<file path="src/rtl/tmr_pkg.sv">
// Shared definitions for the TMR scrubber.
//   state_t  : scrubber FSM states
//   ERR_NONE : voter error vector when all three lanes agree
//   ERR_ALL  : voter error vector when no two lanes agree (no majority)
package tmr_pkg;

    typedef enum logic [2:0] {
        ST_IDLE = 3'd0,
        ST_WAIT = 3'd1,
        ST_REQ  = 3'd2,
        ST_READ = 3'd3,
        ST_CAPT = 3'd4,
        ST_VOTE = 3'd5,
        ST_FIX  = 3'd6
    } state_t;

    localparam logic [2:0] ERR_NONE = 3'b000;
    localparam logic [2:0] ERR_ALL  = 3'b111;

endpackage

</file>
<file path="src/rtl/word_voter.sv">
// Word-level triple-modular-redundancy voter.
//   a, b, c : the three lane copies of one word
//   voted   : bitwise majority of the three lanes
//   error   : error[i] set when lane i differs from both other lanes.
//             Possible results are 000, a single set bit, or 111.
module word_voter #(
    parameter int N = 32
) (
    input  logic [N-1:0] a,
    input  logic [N-1:0] b,
    input  logic [N-1:0] c,
    output logic [N-1:0] voted,
    output logic [2:0]   error
);

    logic ab_eq;
    logic ac_eq;
    logic bc_eq;

    always_comb begin
        ab_eq    = (a == b);
        ac_eq    = (a == c);
        bc_eq    = (b == c);
        error[0] = !ab_eq && !ac_eq;
        error[1] = !ab_eq && !bc_eq;
        error[2] = !ac_eq && !bc_eq;
        voted    = (a & b) | (a & c) | (b & c);
    end

endmodule

</file>
<file path="src/rtl/tmr_scrubber.sv">
// Background scrubber for a triplicated word memory.
// Walks every address, reads all three lane copies, votes them and writes the
// voted word back into a single disagreeing lane. Counts corrections per lane
// and raises a sticky fail flag once a lane reaches ERR_THRESH corrections.
//
// Ports:
//   clk, reset     : clock, asynchronous active-high reset
//   enable         : scrubbing allowed (an entry in progress always completes)
//   clr_stats      : synchronous clear of err_cnt and lane_fail
//   mem_req/gnt    : memory port request / arbiter grant
//   mem_addr       : address for read and write-back
//   mem_rd         : read strobe for all three lanes; data one cycle later
//   mem_rdata      : lane data [lane][bit]
//   mem_wr         : per-lane write enable
//   mem_wdata      : voted word for write-back
//   err_cnt        : per-lane saturating correction counters [lane][7:0]
//   lane_fail      : sticky per-lane fail flags
//   uncorrectable  : one-cycle pulse, no majority at mem_addr
//   pass_done      : one-cycle pulse when the address wraps DEPTH-1 -> 0
//
// Memory handshake: mem_req is held from REQ through the end of the entry and
// mem_addr is stable while it is high. The arbiter holds mem_gnt for as long
// as mem_req is high; if mem_gnt drops after the grant, the entry is abandoned
// with no write and retried at the same address after the interval.
module tmr_scrubber
    import tmr_pkg::*;
#(
    parameter int N          = 32,
    parameter int DEPTH      = 32,
    parameter int ADDR_W     = $clog2(DEPTH),
    parameter int INTERVAL   = 16,
    parameter int ERR_THRESH = 4
) (
    input  logic                 clk,
    input  logic                 reset,
    input  logic                 enable,
    input  logic                 clr_stats,
    output logic                 mem_req,
    input  logic                 mem_gnt,
    output logic [ADDR_W-1:0]    mem_addr,
    output logic                 mem_rd,
    input  logic [2:0][N-1:0]    mem_rdata,
    output logic [2:0]           mem_wr,
    output logic [N-1:0]         mem_wdata,
    output logic [2:0][7:0]      err_cnt,
    output logic [2:0]           lane_fail,
    output logic                 uncorrectable,
    output logic                 pass_done
);

    localparam int CNT_W = (INTERVAL > 1) ? $clog2(INTERVAL) : 1;
    localparam logic [CNT_W-1:0]  CNT_LOAD  = CNT_W'(INTERVAL - 1);
    localparam logic [ADDR_W-1:0] ADDR_LAST = ADDR_W'(DEPTH - 1);
    localparam logic [7:0]        THRESH    = 8'(ERR_THRESH);

    state_t              state, state_nxt;
    logic [CNT_W-1:0]    cnt, cnt_nxt;
    logic [ADDR_W-1:0]   addr, addr_nxt;
    logic [2:0][N-1:0]   lane_q;
    logic [2:0]          err_q;
    logic [N-1:0]        voted;
    logic [2:0]          vote_err;
    logic                advance;
    logic                fix_now;

    word_voter #(.N(N)) u_voter (
        .a     (lane_q[0]),
        .b     (lane_q[1]),
        .c     (lane_q[2]),
        .voted (voted),
        .error (vote_err)
    );

    // Next-state logic. Every path that ends an entry (clean, uncorrectable or
    // fixed) advances the address; a lost grant returns to WAIT at the same one.
    always_comb begin
        state_nxt = state;
        cnt_nxt   = cnt;
        addr_nxt  = addr;
        advance   = 1'b0;
        unique case (state)
            ST_IDLE: begin
                if (enable) begin
                    cnt_nxt   = CNT_LOAD;
                    state_nxt = ST_WAIT;
                end
            end
            ST_WAIT: begin
                if (cnt == '0) begin
                    state_nxt = enable ? ST_REQ : ST_IDLE;
                end else begin
                    cnt_nxt = cnt - 1'b1;
                end
            end
            ST_REQ: begin
                if (mem_gnt) state_nxt = ST_READ;
            end
            ST_READ, ST_CAPT: begin
                if (!mem_gnt) begin
                    cnt_nxt   = CNT_LOAD;
                    state_nxt = ST_WAIT;
                end else begin
                    state_nxt = (state == ST_READ) ? ST_CAPT : ST_VOTE;
                end
            end
            ST_VOTE, ST_FIX: begin
                if (!mem_gnt) begin
                    cnt_nxt   = CNT_LOAD;
                    state_nxt = ST_WAIT;
                end else if (state == ST_VOTE && vote_err != ERR_NONE
                             && vote_err != ERR_ALL) begin
                    state_nxt = ST_FIX;
                end else begin
                    advance = 1'b1;
                    if (enable) begin
                        cnt_nxt   = CNT_LOAD;
                        state_nxt = ST_WAIT;
                    end else begin
                        state_nxt = ST_IDLE;
                    end
                end
            end
            default: state_nxt = ST_IDLE;
        endcase
        if (advance) begin
            addr_nxt = (addr == ADDR_LAST) ? '0 : addr + 1'b1;
        end
    end

    // Outputs decode directly from state so reset clears them immediately.
    always_comb begin
        mem_req       = (state == ST_REQ) || (state == ST_READ) || (state == ST_CAPT)
                        || (state == ST_VOTE) || (state == ST_FIX);
        mem_rd        = (state == ST_READ) && mem_gnt;
        fix_now       = (state == ST_FIX) && mem_gnt;
        mem_wr        = fix_now ? err_q : 3'b000;
        uncorrectable = (state == ST_VOTE) && mem_gnt && (vote_err == ERR_ALL);
        pass_done     = advance && (addr == ADDR_LAST);
        mem_addr      = addr;
    end

    always_ff @(posedge clk or posedge reset) begin
        if (reset) begin
            state     <= ST_IDLE;
            cnt       <= '0;
            addr      <= '0;
            lane_q    <= '0;
            err_q     <= '0;
            mem_wdata <= '0;
        end else begin
            state <= state_nxt;
            cnt   <= cnt_nxt;
            addr  <= addr_nxt;
            if (state == ST_CAPT) lane_q <= mem_rdata;
            if (state == ST_VOTE) begin
                mem_wdata <= voted;
                err_q     <= vote_err;
            end
        end
    end

    // Correction statistics. A clear in the same cycle as a fix wins.
    always_ff @(posedge clk or posedge reset) begin
        if (reset) begin
            err_cnt   <= '0;
            lane_fail <= '0;
        end else if (clr_stats) begin
            err_cnt   <= '0;
            lane_fail <= '0;
        end else if (fix_now) begin
            for (int i = 0; i < 3; i++) begin
                if (err_q[i] && err_cnt[i] != 8'hFF) begin
                    err_cnt[i] <= err_cnt[i] + 8'd1;
                    if (err_cnt[i] + 8'd1 >= THRESH) lane_fail[i] <= 1'b1;
                end
            end
        end
    end

endmodule
</file>
<file path="config.mk">
export PLATFORM = sky130hd
export DESIGN_NAME = tmr_scrubber
export DESIGN_NICKNAME = d
export VERILOG_FILES = /design/src/rtl/tmr_pkg.sv /design/src/rtl/word_voter.sv /design/src/rtl/tmr_scrubber.sv
export SDC_FILE = /design/constraint.sdc
export NUM_CORES = 1
export LEC_CHECK = 0
export CORE_MARGIN = 2
export CORE_UTILIZATION = 47
export DETAILED_ROUTE_END_ITERATION = 8
export PLACE_DENSITY_LB_ADDON = 0.25
export SLEW_MARGIN = 20
export SYNTH_ARGS = -nofsm -noshare
export SYNTH_HDL_FRONTEND = slang
export SYNTH_SLANG_ARGS = --single-unit
</file>
<file path="constraint.sdc">
create_clock -name clk -period 5.6 [get_ports clk]
set_input_delay 1.12 -clock clk [delete_from_list [all_inputs] [get_ports clk]]
set_output_delay 1.12 -clock clk [all_outputs]
set_load 0.1 [all_outputs]
</file>
==> impl_metrics.prom <==
# TYPE chip_impl_metric gauge
chip_impl_metric{name="achievable-frequency",unit="MHz"} 226
chip_impl_metric{name="grt_first_pass_wirelength",unit="microns"} 31800
chip_impl_metric{name="ir_drop",unit="mV"} 0.215
chip_impl_metric{name="report.final.hold_viol_count",unit=""} 0
chip_impl_info{name="worst_setup_path_end_kind",value="output port"} 1
chip_impl_metric{name="drc",unit=""} 0
chip_impl_metric{name="gp_congestion",unit=""} 0.846
chip_impl_metric{name="die_height",unit="microns"} 141
chip_impl_metric{name="ctsLongestPathBuffers",unit=""} 2
chip_impl_metric{name="grt_start_max_net_pins",unit=""} 171
chip_impl_metric{name="fin_setup_tns",unit="ns"} 0
chip_impl_metric{name="hold_buffers",unit=""} 0
chip_impl_metric{name="critical_path_required",unit="ns"} 4.48
chip_impl_metric{name="hold-worst-slack",unit="ns"} 0.474
chip_impl_info{name="status",value="finished, final reports clean"} 1
chip_impl_metric{name="io_buffer_count",unit=""} 171
chip_impl_metric{name="vias",unit=""} 6344
chip_impl_metric{name="clock_latency_reported_for_the_late_side_of_the_worst_skew_pair",unit="ns"} 0.43
chip_impl_metric{name="chipWidth",unit="microns"} 141
chip_impl_metric{name="post_cts_buffers",unit=""} 0
chip_impl_info{name="tritoncts",value="built"} 1
chip_impl_metric{name="io_pins",unit=""} 172
chip_impl_metric{name="ys.warnings.count",unit=""} 0
chip_impl_info{name="critPathLaunch",value="mem_gnt"} 1
chip_impl_metric{name="timing_max_transition_violations_final",unit=""} 0
chip_impl_metric{name="antenna_found_initial",unit=""} 1
chip_impl_metric{name="setup_viol",unit=""} 0
chip_impl_metric{name="syn-instance-count",unit=""} 752
chip_impl_metric{name="core_area",unit="sq mm"} 0.0185
chip_impl_metric{name="synth-edff-count",unit=""} 0
chip_impl_metric{name="finalWorstPathRequiredPeriod",unit="ns"} 4.42
chip_impl_info{name="timing.critical_path.cells",value="clkdlybuf4s50_1 > nand2_1 > or3_1 > nor3_1 > a21o_2 > nor2_4 > nor2b_1 > buf_4"} 1
chip_impl_metric{name="grt_usage",unit="%"} 20.4
chip_impl_metric{name="timing.clock.skew",unit="ns"} 0.00839
chip_impl_metric{name="ctsResizeCount",unit=""} 0
chip_impl_metric{name="worstMarginPinSlew",unit="ns"} 1.04
chip_impl_info{name="path_class",value="input pin to output port"} 1
chip_impl_info{name="clk_root_buffer_cell",value="clkbuf_16"} 1
chip_impl_metric{name="first_global_vias",unit=""} 6175
chip_impl_metric{name="ys_seq_area_share",unit="%"} 48.3
chip_impl_metric{name="detailedRoute.firstIterationViolations",unit=""} 288
chip_impl_metric{name="synth_fp_nets",unit=""} 960
chip_impl_metric{name="synth_cell_type_count",unit=""} 56
chip_impl_info{name="critPathSlowestCell",value="clkdlybuf4s50_1"} 1
chip_impl_metric{name="routedWlPerCell",unit="microns"} 16.6
chip_impl_metric{name="drt_first_pass_iters",unit=""} 4
chip_impl_metric{name="hpwlAfterDp",unit="microns"} 14100
chip_impl_info{name="timing.hold.worst.start",value="err_q[1]$_DFFE_PP0N_"} 1
chip_impl_metric{name="async_flop_share",unit="%"} 100
chip_impl_info{name="worstHoldPathType",value="flip-flop to flip-flop"} 1
chip_impl_metric{name="areaGrowthSynthToFinish",unit="%"} 28.1
chip_impl_info{name="synth.area.top_cells",value="dfrtp_1, ha_1, mux2_2"} 1
chip_impl_metric{name="pwrdens",unit="mW/mm^2"} 284
chip_impl_metric{name="max_cap_violations",unit=""} 0
chip_impl_metric{name="clock_sink_count",unit=""} 170
chip_impl_metric{name="final_layout_size_suffix_gt1_share",unit="%"} 16.3
chip_impl_metric{name="clk_pin_slew",unit="ns"} 0.06
chip_impl_info{name="crit_path_start_kind",value="input pin"} 1
chip_impl_metric{name="fin_util",unit="%"} 60.9
chip_impl_metric{name="viasPerCell",unit=""} 5.45
chip_impl_metric{name="cts_buffers",unit=""} 17
chip_impl_metric{name="postSynthRegisterBits",unit=""} 170
chip_impl_metric{name="postRouteWirelength",unit="microns"} 19400
chip_impl_metric{name="post-route-period-util",unit="%"} 78.9
chip_impl_metric{name="num-nets-final",unit=""} 1127
chip_impl_metric{name="synthDominantCellAreaShare",unit="%"} 48.3
chip_impl_metric{name="initial_core_util",unit="%"} 47.5
chip_impl_metric{name="rows",unit=""} 50
chip_impl_info{name="grt_setup_unrepaired",value="false"} 1
chip_impl_metric{name="critical_path.max_fanout",unit=""} 9
chip_impl_info{name="synth.largest_area_cell",value="dfrtp_1"} 1
chip_impl_metric{name="max_slew_margin",unit="%"} 30.9
chip_impl_metric{name="worst_ep_arrival_time",unit="ns"} 3.30
chip_impl_metric{name="crit_path_max_incr_delay",unit="ns"} 0.61
chip_impl_metric{name="power_leakage",unit="nW"} 5.50
chip_impl_metric{name="post-route-worst-setup-slack",unit="ns"} 1.18
chip_impl_metric{name="syn_avg_cell_area",unit="sq um"} 11.7
chip_impl_metric{name="total_die_area",unit="sq mm"} 0.0198
chip_impl_metric{name="grt_overflow_total",unit=""} 0
chip_impl_metric{name="pre_cts_ws",unit="ns"} 1.20
chip_impl_metric{name="detail-route-antenna-nets",unit=""} 0
chip_impl_metric{name="clock_tree.htree_level_count",unit=""} 4
chip_impl_metric{name="synth.cell_area",unit="sq mm"} 0.00880
chip_impl_info{name="worstReg2RegStart",value="lane_q[33]$_DFFE_PP0P_"} 1
chip_impl_info{name="postSynth.topFlopCell",value="dfrtp_1"} 1
[per-layer routing]
metal  GRT usage [%]  routed length [microns]  vias up
met5               0                        0        -
met4            7.79                      436        0
met3            6.22                     1110       32
met2            31.7                     9150      158
met1            27.0                     8680     3061
li1                -                        -     3093
[cells by family (layout without fill, tap and decap cells)]
group | count (synthesis) | in the layout | synth area share [%]
DFF | 170 | 170 | 48.3
AOI/OAI and AO/OA | 100 | 100 | 6.95
buffers and inverters | 35 | 212 | 1.75
and+or+nand+nor | 224 | 224 | 13.2
adders and majority gates | 107 | 107 | 15.2
other | 0 | 1 | 0
xor gates and xnor gates | 16 | 16 | 1.59
muxes | 100 | 100 | 12.9
[metrics by stage]
step | area [sq um] | instances | total power [mW]
floorplan | 8800 | 752 | 1.86
global placement | 10700 | 1134 | 2.08
detailed placement | 10700 | 1134 | 2.10
CTS | 11300 | 1163 | 3.24
global route | 11300 | 1164 | 3.38
finish | 11300 | 1164 | 3.20
[cell type report]
class / count / area (sq um)
fillers: 1517 / 7240
inverters: 8 / 33.8
multi-input cells: 547 / 4400
repair buffers: 175 / 1740
flip-flops and latches: 170 / 4250
clock inverters: 7 / 95.1
clock buffers: 22 / 454
diodes: 1 / 2.50
well taps: 234 / 293
[cells in the mapped netlist (5+ instances only)]
cell type  count
a21oi_1       17
and2_1         5
buf_2         15
clkbuf_1      10
dfrtp_1      170
ha_1         107
inv_1          7
mux2_2        96
nand2_1       64
nand3_1       13
nand4_1       15
nor2_1        33
nor3_1        36
nor4_1        25
o21a_1         7
o21ai_0       49
or3_1          8
xor2_1        12
[flip-flops by register name (all words and copies together) (netlist names)]
signal     flops
err_cnt       24
mem_addr       5
mem_wdata     32
lane_q        96
lane_fail      3
cnt            4
err_q          3
state          3
[cell usage in the layout, fill, tap and decap left out, types with 13 or more instances in the layout]
cell | netlist | layout
mux2_2 | 96 | 96
clkdlybuf4s50_1 | 0 | 166
nor3_1 | 36 | 36
nand4_1 | 15 | 15
o21ai_0 | 49 | 49
dfrtp_1 | 170 | 170
nor2_1 | 33 | 32
nand3_1 | 13 | 13
clkbuf_16 | 0 | 17
ha_1 | 107 | 107
nand2_1 | 64 | 63
nor4_1 | 25 | 25
a21oi_1 | 17 | 17
[final timing paths]
kind,endpoint,slack (ns),cells past startpoint
setup / recovery,pass_done,1.18,8
hold / removal,err_q[1]$_DFFE_PP0N_,0.47,2
setup reg to reg,cnt[1]$_DFFE_PP0P_,2.88,8
hold reg to reg,err_q[1]$_DFFE_PP0N_,0.47,2
max in group asynchronous,mem_wdata[15]$_DFFE_PP0N_,3.55,3
min in group asynchronous,err_cnt[16]$_DFFE_PP0P_,1.20,3
[critical path, delay by kind of cell]
| kind | cells | cell delay, ns |
|---|---|---|
| buffers and inverters | 2 | 0.90 |
| AO/OA/AOI/OAI | 1 | 0.21 |
| AND/OR/NAND/NOR | 5 | 1.06 |
[where the power goes]
group	total [mW]	internal, mW	switching (mW)	leakage (nW)
clock network	1.13	0.662	0.470	0.266
logic	0.606	0.304	0.302	2.91
registers	1.47	1.35	0.119	2.32
(Power assumes the default switching activity.)
